===== src/rtl/traffic_conflict_monitor.sv =====
// Independent safety monitor for traffic_control_system outputs: detects conflicting greens,
// illegal phase-count stepping and all-dark stalls, then latches a coded fault until cleared.
module traffic_conflict_monitor #(
  parameter int unsigned ARM_CYCLES = 4,   // 1..255
  parameter int unsigned PERSIST    = 2,   // 1..15
  parameter int unsigned DARK_LIMIT = 32   // 1..255
) (
  input  logic       clk,
  input  logic       rst,
  input  logic [3:0] count,
  input  logic       North_Ped,
  input  logic       North_Left,
  input  logic       North_Fwd,
  input  logic       North_Right,
  input  logic       East_Ped,
  input  logic       East_Left,
  input  logic       East_Fwd,
  input  logic       East_Right,
  input  logic       South_Ped,
  input  logic       South_Left,
  input  logic       South_Fwd,
  input  logic       South_Right,
  input  logic       West_Ped,
  input  logic       West_Left,
  input  logic       West_Fwd,
  input  logic       West_Right,
  input  logic       clr_fault,
  output logic       armed,
  output logic       fault,
  output logic [2:0] fault_code,
  output logic       flash_req
);

  typedef enum logic [1:0] {
    S_ARMING  = 2'd0,
    S_MONITOR = 2'd1,
    S_FAULT   = 2'd2
  } state_e;

  typedef enum logic [2:0] {
    CODE_NONE = 3'd0,
    CODE_AXIS = 3'd1,
    CODE_PED  = 3'd2,
    CODE_STEP = 3'd3,
    CODE_DARK = 3'd4
  } fault_code_e;

  localparam logic [7:0] ARM_LAST     = 8'(ARM_CYCLES - 1);
  localparam logic [3:0] PERSIST_MAX  = 4'(PERSIST);
  localparam logic [3:0] PERSIST_LAST = 4'(PERSIST - 1);
  localparam logic [7:0] DARK_MAX     = 8'(DARK_LIMIT);
  localparam logic [7:0] DARK_LAST    = 8'(DARK_LIMIT - 1);

  state_e      r_state;
  logic [7:0]  r_arm_cnt;
  logic [3:0]  r_ax_cnt;
  logic [3:0]  r_pd_cnt;
  logic [7:0]  r_dk_cnt;
  logic [3:0]  r_prev_count;

  logic        w_ns_veh;
  logic        w_ew_veh;
  logic        w_ax;
  logic        w_pd;
  logic        w_st;
  logic        w_dk;
  logic        w_ax_hit;
  logic        w_pd_hit;
  logic        w_dk_hit;
  logic        w_trigger;
  logic [3:0]  w_ax_next;
  logic [3:0]  w_pd_next;
  logic [7:0]  w_dk_next;
  fault_code_e w_code;

  // Raw conditions on the current inputs.
  assign w_ns_veh = North_Left | North_Fwd | North_Right |
                    South_Left | South_Fwd | South_Right;
  assign w_ew_veh = East_Left  | East_Fwd  | East_Right  |
                    West_Left  | West_Fwd  | West_Right;
  assign w_ax     = w_ns_veh & w_ew_veh;

  // A pedestrian crossing conflicts with its own approach and with the opposing left turn.
  assign w_pd = (North_Ped & (North_Left | North_Fwd | North_Right | South_Left)) |
                (South_Ped & (South_Left | South_Fwd | South_Right | North_Left)) |
                (East_Ped  & (East_Left  | East_Fwd  | East_Right  | West_Left))  |
                (West_Ped  & (West_Left  | West_Fwd  | West_Right  | East_Left));

  assign w_st = (count != 4'(r_prev_count + 4'd1));

  assign w_dk = ~(North_Ped | North_Left | North_Fwd | North_Right |
                  East_Ped  | East_Left  | East_Fwd  | East_Right  |
                  South_Ped | South_Left | South_Fwd | South_Right |
                  West_Ped  | West_Left  | West_Fwd  | West_Right);

  // Saturating debounce counters; any false cycle restarts them.
  assign w_ax_next = !w_ax ? 4'd0 : (r_ax_cnt >= PERSIST_MAX) ? PERSIST_MAX : r_ax_cnt + 4'd1;
  assign w_pd_next = !w_pd ? 4'd0 : (r_pd_cnt >= PERSIST_MAX) ? PERSIST_MAX : r_pd_cnt + 4'd1;
  assign w_dk_next = !w_dk ? 8'd0 : (r_dk_cnt >= DARK_MAX)    ? DARK_MAX    : r_dk_cnt + 8'd1;

  assign w_ax_hit  = w_ax & (r_ax_cnt >= PERSIST_LAST);
  assign w_pd_hit  = w_pd & (r_pd_cnt >= PERSIST_LAST);
  assign w_dk_hit  = w_dk & (r_dk_cnt >= DARK_LAST);
  assign w_trigger = w_ax_hit | w_pd_hit | w_st | w_dk_hit;

  // NOTE: every variable assigned in always_comb gets a default first, so no latch is inferred.
  always_comb begin
    w_code = CODE_NONE;
    if (w_ax_hit)      w_code = CODE_AXIS;
    else if (w_pd_hit) w_code = CODE_PED;
    else if (w_st)     w_code = CODE_STEP;
    else if (w_dk_hit) w_code = CODE_DARK;
  end

  // NOTE: sequential state uses non-blocking assignments so every register sees pre-edge values.
  always_ff @(posedge clk) begin
    if (rst) begin
      r_state      <= S_ARMING;
      r_arm_cnt    <= 8'd0;
      r_ax_cnt     <= 4'd0;
      r_pd_cnt     <= 4'd0;
      r_dk_cnt     <= 8'd0;
      r_prev_count <= 4'd0;
      armed        <= 1'b0;
      fault        <= 1'b0;
      fault_code   <= CODE_NONE;
      flash_req    <= 1'b0;
    end else begin
      r_prev_count <= count;
      case (r_state)
        S_ARMING: begin
          r_ax_cnt <= 4'd0;
          r_pd_cnt <= 4'd0;
          r_dk_cnt <= 8'd0;
          if (r_arm_cnt >= ARM_LAST) begin
            r_state   <= S_MONITOR;
            r_arm_cnt <= 8'd0;
            armed     <= 1'b1;
          end else begin
            r_arm_cnt <= r_arm_cnt + 8'd1;
          end
        end

        S_MONITOR: begin
          if (w_trigger) begin
            r_state    <= S_FAULT;
            r_ax_cnt   <= 4'd0;
            r_pd_cnt   <= 4'd0;
            r_dk_cnt   <= 8'd0;
            armed      <= 1'b0;
            fault      <= 1'b1;
            flash_req  <= 1'b1;
            fault_code <= w_code;
          end else begin
            r_ax_cnt <= w_ax_next;
            r_pd_cnt <= w_pd_next;
            r_dk_cnt <= w_dk_next;
          end
        end

        S_FAULT: begin
          r_ax_cnt <= 4'd0;
          r_pd_cnt <= 4'd0;
          r_dk_cnt <= 8'd0;
          // Clearing is refused while a conflict is still being driven.
          if (clr_fault && !w_ax && !w_pd) begin
            r_state    <= S_ARMING;
            r_arm_cnt  <= 8'd0;
            fault      <= 1'b0;
            flash_req  <= 1'b0;
            fault_code <= CODE_NONE;
          end
        end

        default: begin
          r_state    <= S_ARMING;
          r_arm_cnt  <= 8'd0;
          r_ax_cnt   <= 4'd0;
          r_pd_cnt   <= 4'd0;
          r_dk_cnt   <= 8'd0;
          armed      <= 1'b0;
          fault      <= 1'b0;
          flash_req  <= 1'b0;
          fault_code <= CODE_NONE;
        end
      endcase
    end
  end

endmodule

===== config.mk =====
export PLATFORM = sky130hd
export DESIGN_NAME = traffic_conflict_monitor
export DESIGN_NICKNAME = d
export VERILOG_FILES = /design/src/rtl/traffic_conflict_monitor.sv
export SDC_FILE = /design/constraint.sdc
export NUM_CORES = 1
export LEC_CHECK = 0
export CAP_MARGIN = 20
export CORE_MARGIN = 8
export CORE_UTILIZATION = 30
export DETAILED_ROUTE_END_ITERATION = 6
export PLACE_DENSITY = 0.54
export SETUP_SLACK_MARGIN = 0.5
export SLEW_MARGIN = 20
export SYNTH_ARGS = -nofsm -noshare
export SYNTH_HDL_FRONTEND = slang
export SYNTH_SLANG_ARGS = --single-unit

===== constraint.sdc =====
create_clock -name clk -period 2 [get_ports clk]
set_input_delay 0.2 -clock clk [delete_from_list [all_inputs] [get_ports clk]]
set_output_delay 0.2 -clock clk [all_outputs]
set_load 0.005 [all_outputs]

==> results.txt, run 1 <==
Tot Pwr = 1636 uW
WL final = 4.536 mm
drt initial violations = 26
share of cells above drive strength 1 = 0.4688
EDFF count, synth = 0
setup TNS = 0 ns
Crit-path slowest cell = dfxtp_2
synth unique cells = 47
Sink Count = 35
Synth Register Bits = 35
fill cell count = 576
status = complete, no violations
gr ovfl total = 0
Wirelength per Cell = 13.70 microns
Max Fclk = 0.5639 GHz
top-area cell type share of the netlist area = 0.3941
first-pass GRT wire length = 7.762 mm
Worst Hold Class = input port to flip-flop
CTS H-tree depth = 2
CP top delay family = simple AND/OR/NAND/NOR gates
worst endpoint required time = 2.20 ns
mapped cell area = 1778 sq um
CTS clk-pin slew, worst paths = 0.07 ns
Die ar. = 8646 sq um
RSZ-0062 raised after global routing = true
largest net degree at the start of global routing = 13
total CTS buffers = 5
mean post-synth cell area = 9.559 sq um
max capacitance violation total = 0
first drt pass iteration count = 4
worst stage delay on the critical path = 0.35 ns
synth top area cells = dfxtp_1 (39%), ha_1 (8.4%), a21oi_1 (3.7%)
via count = 1,610
vias in the first global route = 1,699
most frequent cells in the layout = dfxtp_1 (29), buf_4 (26), buf_6 (12), clkdlybuf4s50_1 (11)
num rows = 28
CTS tree = yes
Post-route DRC = 0
cells after synthesis = 186
Core ar. = 5816 sq um
diodes inserted = 0
WP data arrival = 1.97 ns
fraction of registers with async set/reset = 0
dpl cells = 303
worst-skew pair later-pin latency = 0.29 ns
crit path cell chain = ha_4, xor3_1, nor3_4, o2111a_4, nand4b_4, buf_4, nor4_2
nets@finish = 290
Critical Path Source Type = flip-flop
Setup CP Type = flip-flop to flip-flop
leakage power = 0.001067 uW
Root Buffer Master = clkbuf_8
Clock Skew = 0.002219 ns
GRT Resource Usage Total = 0.1109
vias per std cell = 4.864
Layout area overhead = 62.28%
worst path bufs/invs = 1
Final Cycle Share = 0.8868
Hold Fails Final Rpt = 0
Power Dens Cells = 567.1 nW/um^2
antenna violations before repair = 0
crit path max fanout = 6
element type at the critical path end = flip-flop
Max Root-Sink Buffers = 2
Tmin final = 1.774 ns
register area share after synthesis = 0.3941
Initial Utilization = 0.3057
final cell count without fillers = 331
Cell Area, Placed = 2350 sq um
Slew Limit Fails = 0
Post-synth top flop = dfxtp_1
most common cell after layout, fill and taps aside = dfxtp_1
# setup viols final = 0
GP Congestion = 0.7606
VDD IR max = 0.3285 mV
# IOs = 29
Synth Warn # = 0
Final ANT Viol Nets = 0
post-DP HPWL = 3.255 mm
Buffers on Ports = 28
Design Area, Final = 2885 sq um
Die W = 92.99 microns
area leader, netlist = dfxtp_1
Chip Height = 92.99 microns
-- sequential cells by signal, summed over array words and instances, names as in the netlist --
name,flops
armed,1
fault_code,3
flash_req,1
r_arm_cnt,8
r_ax_cnt,4
r_dk_cnt,8
r_pd_cnt,4
r_prev_count,4
r_state,2
-- synth_stat cells, drive strengths merged (3+ instances only) --
cell,number
a21oi,14
and3,4
clkbuf,3
dfxtp,35
ha,12
inv,12
nand2,8
nand2b,5
nand3,9
nand4b,3
nor2,11
nor2b,5
nor3,7
nor4,5
o21ai,4
o32ai,3
o41ai,5
or4,5
xnor2,7
-- per-layer routing --
layer,wire length [microns],GRT usage,share of wire
met2,2436,0.2000,0.54
met1,1867,0.1190,0.41
met4,90,0.04564,0.020
met3,141,0.03045,0.031
met5,0,0,0
-- where the power goes --
group	total, uW	leakage, uW	switching, uW	internal, uW
registers	776	0.000288	38.7	737
clock network	489	0.0000422	245	244
logic	372	0.000736	175	197
total	1640	0.00107	458	1180
-- cell families after synthesis --
group           Yosys count  synth area share
compound gates           40            0.1802
xor+xnor                 10           0.05771
fa+ha+maj                12           0.08445
buf+inv                  17           0.03870
flops                    35            0.3941
other cells               1          0.002109
simple gates             71            0.2428
-- metrics by stage --
step | hold WS [ns] | worst slack [ns] | utilization
detailed placement | 0.4500 | -0.2863 | 0.4040
global route | 0.3053 | 0.1570 | 0.4961
finish | 0.2759 | 0.2265 | 0.4961
CTS | 0.2669 | 0.1995 | 0.4748
floorplan | 0.3280 | 0.2675 | -
global placement | 0.4386 | -0.2519 | 0.4040
-- worst paths after layout --
check,start,to,slack [ns],depth (start not counted)
max,r_prev_count[1],r_ax_cnt[0],0.23,7
max reg2reg,r_prev_count[1],r_ax_cnt[0],0.23,7
min,count[2],r_prev_count[2],0.28,2
min reg2reg,r_arm_cnt[7],r_arm_cnt[7],0.47,2
-- final cells by class --
type / instances / area (sq um) / area share
well taps: 75 / 93.84 / 0.03252
multi-input cells: 137 / 1370 / 0.4748
inverters: 12 / 47.55 / 0.01648
clock buffers: 7 / 76.32 / 0.02645
flip-flops and latches: 35 / 713.2 / 0.2472
repair buffers: 64 / 579.3 / 0.2008
clock inverters: 1 / 5.005 / 0.001735
-- timing repair --
item                                    CTS  global route
setup buffers                            15             5
gates resized for setup                  93            23
endpoints found under the setup margin   27            27
pin swaps                                32            13
hold buffers                              0             0
(Power assumes the default switching activity.)
==> inputs of run 2 (changes only) <==
--- a/config.mk
+++ b/config.mk
@@ -5,11 +5,11 @@
 export SDC_FILE = /design/constraint.sdc
 export NUM_CORES = 1
 export LEC_CHECK = 0
-export CAP_MARGIN = 20
+export CAP_MARGIN = 5
 export CORE_MARGIN = 8
-export CORE_UTILIZATION = 30
+export CORE_UTILIZATION = 44
 export DETAILED_ROUTE_END_ITERATION = 6
-export PLACE_DENSITY = 0.54
+export PLACE_DENSITY = 0.72
 export SETUP_SLACK_MARGIN = 0.5
 export SLEW_MARGIN = 20
 export SYNTH_ARGS = -nofsm -noshare
==> run 2 against run 1 <==
  * Sequential share of layout area up 2.8 points
  * Final cell count down 12%
  * Clock skew increased by 0.0056 ns
  * Clock-buffer cell count shrank 1
  * Core utilization grew 17 points
  * Sequential cell count did not move
  * Setup slack worse by 0.045 ns
  * Sequential power is 0.5% lower
  * Combinational power is 6.2% lower
  * Critical path type unchanged
==> results.txt, run 2 (synthesis gave the netlist of run 1 again) <==
R2R cell count = 7
Cell Area, Placed = 2296 sq um
Crit Reg-Reg Startpoint = r_prev_count[0]
Max Root-Sink Buffers = 2
post-DP HPWL = 3.018 mm
most common cell after layout, fill and taps aside = dfxtp_1
Final Cycle Share = 0.9091
CTS H-tree depth = 2
Buffers on Ports = 28
share of cells above drive strength 1 = 0.3967
VDD IR max = 0.4545 mV
r2r setup slk = 0.18 ns
max capacitance violation total = 0
Layout area overhead = 46.73%
CTS Hold Bufs = 0
largest net degree at the start of global routing = 14
Hold Fails Final Rpt = 0
first-pass GRT wire length = 7.155 mm
gr ovfl total = 0
Final ANT Viol Nets = 0
Die W = 79.57 microns
first drt pass iteration count = 4
CP top delay family = simple AND/OR/NAND/NOR gates
worst stage delay on the critical path = 0.36 ns
element type at the critical path end = flip-flop
GRT Resource Usage Total = 0.1404
Crit-path slowest cell = dfxtp_4
antenna violations before repair = 0
fill cell count = 317
vias per std cell = 5.445
leakage power = 0.0009948 uW
Initial Utilization = 0.4510
Hold Path Origin = count[2]
num rows = 23
nets@finish = 277
CTS tree = yes
Regs by FF count = r_arm_cnt x8, r_dk_cnt x8
PnR worst setup slack = 0.1818 ns
vias in the first global route = 1,635
Wirelength per Cell = 14.87 microns
Core ar. = 3943 sq um
pre-CTS setup slack = -0.2594 ns
CTS clk-pin slew, worst paths = 0.07 ns
drt initial violations = 80
diodes inserted = 0
Critical Path Source Type = flip-flop
Chip Height = 79.57 microns
Root Buffer Master = clkbuf_8
most frequent cells in the layout = dfxtp_1 (28), buf_4 (20), clkdlybuf4s50_1 (11), nor2_1 (10), dlygate4sd2_1 (9)
Worst Hold Class = input port to flip-flop
RR Endpoint = r_dk_cnt[5]
GP Congestion = 0.7920
WP data arrival = 2.03 ns
Min-Delay Endpoint = r_prev_count[2]
WL final = 4.343 mm
worst path bufs/invs = 1
worst-skew pair later-pin latency = 0.29 ns
# setup viols final = 0
Sink Count = 35
Max Fclk = 0.5500 GHz
status = complete, no violations
Tmin final = 1.818 ns
worst endpoint required time = 2.21 ns
Slew Limit Fails = 0
Post-route DRC = 0
Clock Skew = 0.007831 ns
Die ar. = 6331 sq um
crit path cell chain = ha_4, xor3_1, nor3_2, buf_4, o2111a_4, nand4b_1, a21oi_1
Power Dens Cells = 629.1 nW/um^2
count of cells along the worst hold path = 2
via count = 1,590
# IOs = 29
Setup CP Type = flip-flop to flip-flop
Design Area, Final = 2609 sq um
crit path max fanout = 6
RSZ-0062 raised after global routing = true
total CTS buffers = 5
run 2: changes by cell type in the layout (fill, tap and decap cells not counted), sizes merged:
| cell | before | now |
|---|---|---|
| buf | 44 | 30 |
| clkbuf | 7 | 6 |
| clkdlybuf4s15 | 0 | 1 |
run 2: area by class of cell:
cell class | count | area [sq um] | area share
multi-input combinational | 137 | 1266 | 0.4854
sequential | 35 | 716.9 | 0.2748
timing repair buffer | 51 | 430.4 | 0.1650
clock buffer | 6 | 82.58 | 0.03165
tap | 50 | 62.56 | 0.02398
inverter | 12 | 45.04 | 0.01727
clock inverter | 1 | 5.005 | 0.001918
run 2: worst max-delay path by stage:
stage               cells after the start            end       startpoint
global route                            7    r_dk_cnt[5]  r_prev_count[0]
global placement                        6  fault_code[1]        East_Left
detailed placement                      6   r_arm_cnt[6]        East_Left
CTS                                     7    r_dk_cnt[5]  r_prev_count[0]
floorplan                               5   r_arm_cnt[6]         East_Fwd
finish                                  7    r_dk_cnt[5]  r_prev_count[0]
run 2: metal layers:
layer / vias up / global-route usage / share of wire
met5: - / 0 / 0
met1: 764 / 0.1547 / 0.41
li1: 791 / - / -
met3: 4 / 0.03491 / 0.032
met4: 0 / 0.05370 / 0.0083
met2: 31 / 0.2510 / 0.54
run 2: metrics by stage:
step	cells	setup TNS (ns)	utilization	power [uW]	hold WS [ns]
final	292	0	0.6617	1641	0.3145
after global routing	292	0	0.6617	1719	0.3007
after CTS	288	0	0.6315	1628	0.3116
after detailed placement	275	-5.320	0.5824	1091	0.4409
after global placement	275	-4.568	0.5824	1088	0.4357
after floorplan	189	0	-	950.6	0.3280
run 2: repair_timing:
action / 4_1_cts / 5_1_grt
pin swaps: 20 / 15
setup buffers: 6 / 4
endpoints found under the setup margin: 27 / 26
gates resized for setup: 67 / 20
run 2: power breakdown:
group	switching [uW]	total [uW]	internal (uW)
sequential	36.4	772	735
combinational	166	349	183
clock	250	521	270
